<file path="src/rtl/rename_commit_queue_pkg.sv">
// Wrap-bit pointer helpers (full/empty/count) shared by the circular queues.
// Pointers are passed zero-extended to wptr_t along with their index width.
package rename_commit_queue_pkg;

  localparam int PTR_MAX = 16;
  typedef logic [PTR_MAX:0] wptr_t;

  function automatic logic ptr_empty(input wptr_t h, input wptr_t t);
    return h == t;
  endfunction

  // Full when the pointers differ only in the wrap bit.
  function automatic logic ptr_full(input wptr_t h, input wptr_t t, input int pw);
    wptr_t msb;
    msb = wptr_t'(1) << pw;
    return (h ^ t) == msb;
  endfunction

  function automatic wptr_t ptr_count(input wptr_t h, input wptr_t t, input int pw);
    wptr_t mask;
    mask = (wptr_t'(1) << (pw + 1)) - wptr_t'(1);
    return (t - h) & mask;
  endfunction

endpackage

</file>
<file path="src/rtl/rename_commit_queue_ring_ptr.sv">
// Wrap-bit ring pointer with increment and load; load has priority over increment.
// Single-cycle update, no backpressure of its own.
module ring_ptr #(
  parameter int width = 4
) (
  input  logic             CLK,
  input  logic             RST,
  input  logic             inc,
  input  logic             load,
  input  logic [width-1:0] load_val,
  output logic [width-1:0] ptr
);

  always_ff @(posedge CLK) begin
    if (RST)       ptr <= '0;
    else if (load) ptr <= load_val;
    else if (inc)  ptr <= ptr + width'(1);
  end

endmodule

</file>
<file path="src/rtl/rename_commit_queue.sv">
// In-order commit queue returning physical names to the rename free list; commit one cycle
// after head is done, FREE_* registered; enqueue refused when full or during rollback.
module rename_commit_queue
  import rename_commit_queue_pkg::*;
#(
  parameter int name_width = 6,
  parameter int depth      = 8,
  parameter int ptr_width  = 3
) (
  input  logic                  CLK,
  input  logic                  RST,
  input  logic                  ENQ_E,
  input  logic [name_width-1:0] ENQ_NAME,
  output logic                  ENQ_READY,
  output logic [ptr_width-1:0]  ENQ_TAG,
  input  logic                  DONE_E,
  input  logic [ptr_width-1:0]  DONE_TAG,
  output logic                  FREE_E,
  output logic [name_width-1:0] FREE_NAME,
  output logic [ptr_width:0]    SNAP_PTR,
  input  logic                  ROLL_E,
  input  logic [ptr_width:0]    ROLL_PTR,
  output logic [ptr_width:0]    COUNT
);

  localparam int PW1 = ptr_width + 1;

  logic [ptr_width:0]    head;
  logic [ptr_width:0]    tail;
  logic [ptr_width-1:0]  head_idx;
  logic [ptr_width-1:0]  tail_idx;
  logic [depth-1:0]      done_q;
  logic [name_width-1:0] names [depth];

  logic                  full;
  logic                  empty;
  logic                  enq_fire;
  logic                  commit;
  logic [ptr_width-1:0]  done_off;
  logic [ptr_width:0]    live;
  logic                  done_ok;

  assign head_idx = head[ptr_width-1:0];
  assign tail_idx = tail[ptr_width-1:0];

  assign full  = ptr_full(wptr_t'(head), wptr_t'(tail), ptr_width);
  assign empty = ptr_empty(wptr_t'(head), wptr_t'(tail));
  assign COUNT = PW1'(ptr_count(wptr_t'(head), wptr_t'(tail), ptr_width));

  assign ENQ_READY = !full && !ROLL_E;
  assign ENQ_TAG   = tail_idx;
  assign SNAP_PTR  = tail;
  assign enq_fire  = ENQ_E && ENQ_READY;

  // Rolling back to head empties the queue, so the head entry is squashed, not committed.
  assign commit = !empty && done_q[head_idx] && !(ROLL_E && (ROLL_PTR == head));

  // A done tag is live if its distance from head is inside the post-rollback occupancy.
  assign done_off = DONE_TAG - head_idx;
  assign live     = ROLL_E ? (ROLL_PTR - head) : COUNT;
  assign done_ok  = DONE_E && ({1'b0, done_off} < live);

  ring_ptr #(.width(PW1)) u_head (
    .CLK      (CLK),
    .RST      (RST),
    .inc      (commit),
    .load     (1'b0),
    .load_val ('0),
    .ptr      (head)
  );

  ring_ptr #(.width(PW1)) u_tail (
    .CLK      (CLK),
    .RST      (RST),
    .inc      (enq_fire),
    .load     (ROLL_E),
    .load_val (ROLL_PTR),
    .ptr      (tail)
  );

  always_ff @(posedge CLK) begin
    if (enq_fire) names[tail_idx] <= ENQ_NAME;
  end

  always_ff @(posedge CLK) begin
    if (RST) begin
      done_q <= '0;
    end else begin
      if (enq_fire) done_q[tail_idx] <= 1'b0;
      if (done_ok)  done_q[DONE_TAG] <= 1'b1;
    end
  end

  always_ff @(posedge CLK) begin
    if (RST) begin
      FREE_E    <= 1'b0;
      FREE_NAME <= '0;
    end else begin
      FREE_E <= commit;
      if (commit) FREE_NAME <= names[head_idx];
    end
  end

endmodule

</file>
<file path="config.mk">
export PLATFORM = sky130hd
export DESIGN_NAME = rename_commit_queue
export DESIGN_NICKNAME = d
export VERILOG_FILES = /design/src/rtl/rename_commit_queue_pkg.sv /design/src/rtl/rename_commit_queue_ring_ptr.sv /design/src/rtl/rename_commit_queue.sv
export SDC_FILE = /design/constraint.sdc
export NUM_CORES = 1
export LEC_CHECK = 0
export CAP_MARGIN = 10
export CELL_PAD_IN_SITES_DETAIL_PLACEMENT = 1
export CELL_PAD_IN_SITES_GLOBAL_PLACEMENT = 1
export CORE_UTILIZATION = 45
export CTS_BUF_LIST = sky130_fd_sc_hd__clkbuf_16
export DETAILED_ROUTE_END_ITERATION = 10
export PLACE_DENSITY_LB_ADDON = 0.1
export SYNTH_ARGS = -nofsm -noshare
export SYNTH_HDL_FRONTEND = slang
export SYNTH_SLANG_ARGS = --single-unit
</file>
<file path="constraint.sdc">
create_clock -name CLK -period 3.5 [get_ports CLK]
set_clock_uncertainty 0.15 [all_clocks]
set_input_delay 0.525 -clock CLK [delete_from_list [all_inputs] [get_ports CLK]]
set_output_delay 0.525 -clock CLK [all_outputs]
set_load 0.03 [all_outputs]
</file>
==> out/qor.txt, run 1 <==
clock sinks - 71
Synth cell types - 56
synthesized cell area - 3440 µm²
Pleak - 1.47 nW
register bit total from synthesis - 71
CTS buffer count - 9
Final #Nets - 345
critical path class - reg2out
RSZ-0062 raised after global routing - no
Syn Inst Count - 265
storage element area - 1900 µm²
Mapped Nets - 297
Main synth FF type - edfxtp_1
Max Cap Viol - 0
top area cells in the synthesized netlist - edfxtp_1 42%, dfxtp_1 13%, mux4_2 9.2%
number of DRC markers in iteration 0 - 74
Worst R2R End - done_q[1]
DR pass1 iterations - 4
diode count - 0
most frequent cell after synthesis - edfxtp_1
RR Startpoint - u_tail.ptr[0]
Post-synth EDFFs - 48
chip width - 89.5 µm
layout cells sized above 1 - 0.186
dominant cell type by area after synthesis - edfxtp_1
Worst-Skew Late Latency - 0.33 ns
PortBufs - 36
vias in the first global route - 2,356
asr flop ratio synth - 0
Clock H-tree levels - 3
CP required - 2.82 ns
hold slack - 0.329 ns
DR WL met2 - 4200 µm
Cell Pwr Density - 495 nW/µm²
Reg clk slew, reported paths - 0.06 ns
Fill cells - 731
Peak VDD IR - 492 µV
drt total wl - 8130 µm
crit path capture - COUNT[3]
Cell Area, Placed - 3930 µm²
multi-input logic area - 1340 µm²
area of the die - 8010 µm²
Slew Viols, Final - 0
Worst Setup SP - u_tail.ptr[2]
Root Buffer - clkbuf_16
Vias/cell - 5.51
Data arrival, critical path - 2.59 ns
slew at the pin closest to its max-slew limit - 0.831 ns
Yosys top cell area share - 0.419
clk buf depth - 2
fin crit period - 3.27 ns
Setup crit start kind - flip-flop
Initial Utilization - 0.470
GR Util All Layers - 0.234
final setup fails - 0
FF-to-FF path depth - 10
outcome - finished clean
# resized after CTS - 0
initial antenna violation count - 0
Design Power - 0.00210 W
met3 WL - 323 µm
final setup TNS - 0 ns
crit-path max FO - 11
Rel. slew slack - 0.444
Remaining DRCs - 0
Post-synth top cells - 48 x edfxtp_1, 30 x nand2_1, 23 x dfxtp_1
hold_buf cts - 0
Synthesis Warnings - 0
Tcrit/Tclk final - 0.933
largest net degree at the start of global routing - 19
Row Count - 31
buffer count from post-CTS setup fixing - 0
total number of vias - 2,299
Syn Area/Cell - 13.0 µm²
Metal-1 WL - 3500 µm
DR top layer - met4
Avg WL per Cell - 19.5 µm
Peak Freq - 0.306 GHz
Critical Path End Type - primary output
CTS tree - yes
HP Class - reg2reg
Placer Congestion - 0.788
final instance area - 4240 µm²
IO Pins - 37
Std-Cell Core Area - 7330 µm²
global route overflow - 0
sequential share of the synthesized area - 0.552
Hold Crit Depth - 2
antenna viol nets, final - 0
FF-to-FF setup slack - 0.53 ns
die span in y - 89.5 µm
DP Wirelength - 5720 µm
final core occ - 0.578
Hold Violations, Final - 0
Area growth syn-to-layout - 23.1%
first-pass GRT wire length - 12,900 µm
## cell type report
type / instances / share of cell area
multi-input cells: 157 / 0.315
inverters: 20 / 0.0177
well taps: 99 / 0.0292
clock buffers: 9 / 0.0531
repair buffers: 54 / 0.117
clock inverters: 7 / 0.0189
flip-flops and latches: 71 / 0.449
## power breakdown
group / switching, W / internal, W / leakage [nW]
Combinational: 0.000138 / 0.000108 / 0.702
Clock: 0.000361 / 0.000558 / 0.143
Sequential: 0.0000172 / 0.000915 / 0.620
Total: 0.000516 / 0.00158 / 1.47
## cells in the final DEF (no fill, tap or decap), types with 3 or more instances in the layout
master,netlist,layout
o32ai_1,8,8
o21ai_0,4,4
mux2i_1,3,3
dfxtp_1,23,23
ha_1,11,11
nand2_1,30,30
a21oi_1,5,5
clkbuf_16,0,9
a311oi_1,5,5
nor3_1,7,7
xnor2_1,7,7
clkdlybuf4s50_1,0,36
edfxtp_1,48,48
buf_4,6,18
mux4_2,14,14
inv_1,19,19
nor3b_1,4,4
nor2_1,17,17
fa_1,3,3
## kinds of logic after synthesis
logic type	synth area share
muxes	0.104
and+or+nand+nor	0.120
buffers and inverters	0.0596
adders and majority gates	0.0574
xor gates and xnor gates	0.0229
DFF	0.552
AOI/OAI and AO/OA	0.0843
## worst min-delay path by stage
| stage | start | end | slack (ns) |
|---|---|---|---|
| floorplan | done_q[2] | done_q[2] | 0.30 |
| global placement | done_q[5] | done_q[5] | 0.31 |
| detailed placement | done_q[5] | done_q[5] | 0.32 |
| CTS | done_q[4] | done_q[4] | 0.33 |
| global route | done_q[0] | done_q[0] | 0.36 |
| finish | done_q[4] | done_q[4] | 0.33 |
## metrics by stage
step           std cells  setup WS (ns)
6_report             417          0.233
5_1_grt              417         0.0829
4_1_cts              417          0.255
3_5_place_dp         401         0.0516
3_3_place_gp         401          0.209
2_1_floorplan        265          0.422
## per-layer routing
| metal | GRT usage | vias to the layer above |
|---|---|---|
| met3 | 0.0702 | 11 |
| met1 | 0.297 | 1154 |
| li1 | - | 1082 |
| met5 | 0 | - |
| met4 | 0.0563 | 0 |
| met2 | 0.393 | 52 |
## state kept, by name, indices dropped and copies added, names as in the netlist
signal / cells
FREE_E: 1
FREE_NAME: 6
done_q: 8
names: 48
u_head.ptr: 4
u_tail.ptr: 4
## worst max-delay path, stage by stage, from the launching register on
cell and delay [ns]:
dfxtp_1 0.59, ha_1 0.36, a21oi_1 0.32, nand2_1 0.15
xnor2_1 0.16, clkdlybuf4s50_1 0.68
(Power assumes the default switching activity.)
==> run 2, diff against run 1 <==
--- a/config.mk
+++ b/config.mk
@@ -8,7 +8,8 @@
 export CAP_MARGIN = 10
 export CELL_PAD_IN_SITES_DETAIL_PLACEMENT = 1
 export CELL_PAD_IN_SITES_GLOBAL_PLACEMENT = 1
-export CORE_UTILIZATION = 45
+export CORE_MARGIN = 10
+export CORE_UTILIZATION = 25
 export CTS_BUF_LIST = sky130_fd_sc_hd__clkbuf_16
 export DETAILED_ROUTE_END_ITERATION = 10
 export PLACE_DENSITY_LB_ADDON = 0.1
==> run 2 against run 1 <==
  * Hold slack got worse by 0.0034 ns
  * Count of clock-buffer cells in the layout unchanged
  * Via count decreased by 0.43%
  * Clock power decreased by 13%
  * Global-route usage decreased by 13 points
  * Critical path type unchanged
  * Largest cell class unchanged
  * Largest power group unchanged
  * Highest routed layer unchanged
==> out/qor.txt, run 2 (synthesis gave the netlist of run 1 again) <==
outcome - finished clean
first-pass GRT wire length - 14,500 µm
Final #Nets - 350
Worst Hold End - done_q[4]
Peak Freq - 0.323 GHz
commonest non-fill, non-tap cell in the layout - edfxtp_1
FF-to-FF path depth - 9
commonest cells after routing, fill and taps aside - 48 x edfxtp_1, 36 x clkdlybuf4s50_1, 30 x nand2_1
largest net degree at the start of global routing - 18
CTS buffer count - 9
Avg WL per Cell - 18.5 µm
placed cell count - 483
initial antenna violation count - 0
Worst-Skew Late Latency - 0.33 ns
layout cells sized above 1 - 0.189
crit-path max FO - 5
area of the die - 18,900 µm²
CP required - 2.82 ns
Fill cells - 1,445
Placer Congestion - 0.683
Pleak - 1.47 nW
Worst Min Path Start - done_q[4]
DR pass1 iterations - 4
drt total wl - 9210 µm
RR Startpoint - u_head.ptr[0]
die span in y - 137 µm
Critical Path End Type - primary output
Std-Cell Core Area - 13,300 µm²
Row Count - 42
Reg clk slew, reported paths - 0.05 ns
Data arrival, critical path - 2.42 ns
Hold Violations, Final - 0
Top reg by flops - names
Initial Utilization - 0.258
Remaining DRCs - 0
RSZ-0062 raised after global routing - no
Rel. slew slack - 0.505
clk buf depth - 2
Peak VDD IR - 251 µV
number of DRC markers in iteration 0 - 104
CTS tree - yes
total number of vias - 2,289
FF-to-FF setup slack - 0.66 ns
Tcrit/Tclk final - 0.884
GR Util All Layers - 0.105
global route overflow - 0
Worst R2R End - done_q[3]
fin crit period - 3.09 ns
# resized after CTS - 0
DP Wirelength - 6760 µm
Area growth syn-to-layout - 25.7%
final setup fails - 0
Clock H-tree levels - 3
HP Class - reg2reg
final setup TNS - 0 ns
Largest register FFs - 48
Cell Pwr Density - 458 nW/µm²
non-filler cells, final - 498
Slew Viols, Final - 0
vias in the first global route - 2,547
Top Registers - names: 48 flops, done_q: 8 flops, FREE_NAME: 6 flops
Vias/cell - 4.60
Max Cap Viol - 0
slew at the pin closest to its max-slew limit - 0.733 ns
IO Pins - 37
PortBufs - 36
Root Buffer - clkbuf_16
chip width - 137 µm
Setup crit start kind - flip-flop
clock sinks - 71
buffer count from post-CTS setup fixing - 0
diode count - 0
antenna viol nets, final - 0
hold_buf cts - 0
Hold Crit Depth - 2
critical path class - reg2out
## run 2: cell count changes in the layout (fill, tap and decap cells not counted), sizes merged
cell / previous run / this run
buf: 18 / 23
bufinv: 1 / 0
clkinv: 3 / 4
inv: 21 / 20
## run 2: worst max-delay path by stage
stage               slack [ns]   endpoint     startpoint
finish                    0.41   COUNT[3]  u_head.ptr[2]
global route              0.25   COUNT[3]  u_head.ptr[2]
CTS                       0.36   COUNT[3]  u_head.ptr[2]
detailed placement        0.11  done_q[3]    DONE_TAG[0]
global placement          0.21  done_q[1]    DONE_TAG[0]
floorplan                 0.42  done_q[2]  u_tail.ptr[0]
## run 2: power breakdown
group | internal [W] | leakage (nW) | switching [W]
Sequential | 0.000916 | 0.620 | 0.00000979
Combinational | 0.000113 | 0.730 | 0.000148
Clock | 0.000466 | 0.124 | 0.000332
Total | 0.00149 | 1.47 | 0.000490
## run 2: metrics by stage
step | utilization | setup slack [ns] | power, W | instance area (µm²) | hold slack (ns)
final | 0.324 | 0.407 | 0.00198 | 4330 | 0.325
after global routing | 0.324 | 0.247 | 0.00208 | 4330 | 0.350
after CTS | 0.324 | 0.360 | 0.00203 | 4330 | 0.328
after detailed placement | 0.305 | 0.113 | 0.00121 | 4070 | 0.319
after global placement | 0.305 | 0.209 | 0.00121 | 4070 | 0.312
after floorplan | - | 0.422 | 0.00110 | 3440 | 0.301
## run 2: cell type report
type	instances	area, µm²	share of cell area
sequential	71	1900	0.439
multi-input combinational	157	1340	0.310
timing repair buffer	59	533	0.123
clock buffer	9	225	0.0520
tap	176	220	0.0509
inverter	20	75.1	0.0173
clock inverter	6	31.3	0.00723
## run 2: worst max-delay path, stage by stage (launching register included)
cell	delay [ns]
dfxtp_1	0.33
clkinv_1	0.10
ha_1	0.37
a21oi_1	0.29
nand2_1	0.13
xnor2_1	0.17
clkdlybuf4s50_1	0.69
## run 2: routing by layer
layer	vias to the layer above	GRT usage	wire length, µm	share of wire
met5	-	0	0	0
met4	0	0.0386	142	0.015
met3	11	0.0291	341	0.037
met2	31	0.173	4480	0.49
met1	1156	0.127	4240	0.46
li1	1091	-	-	-
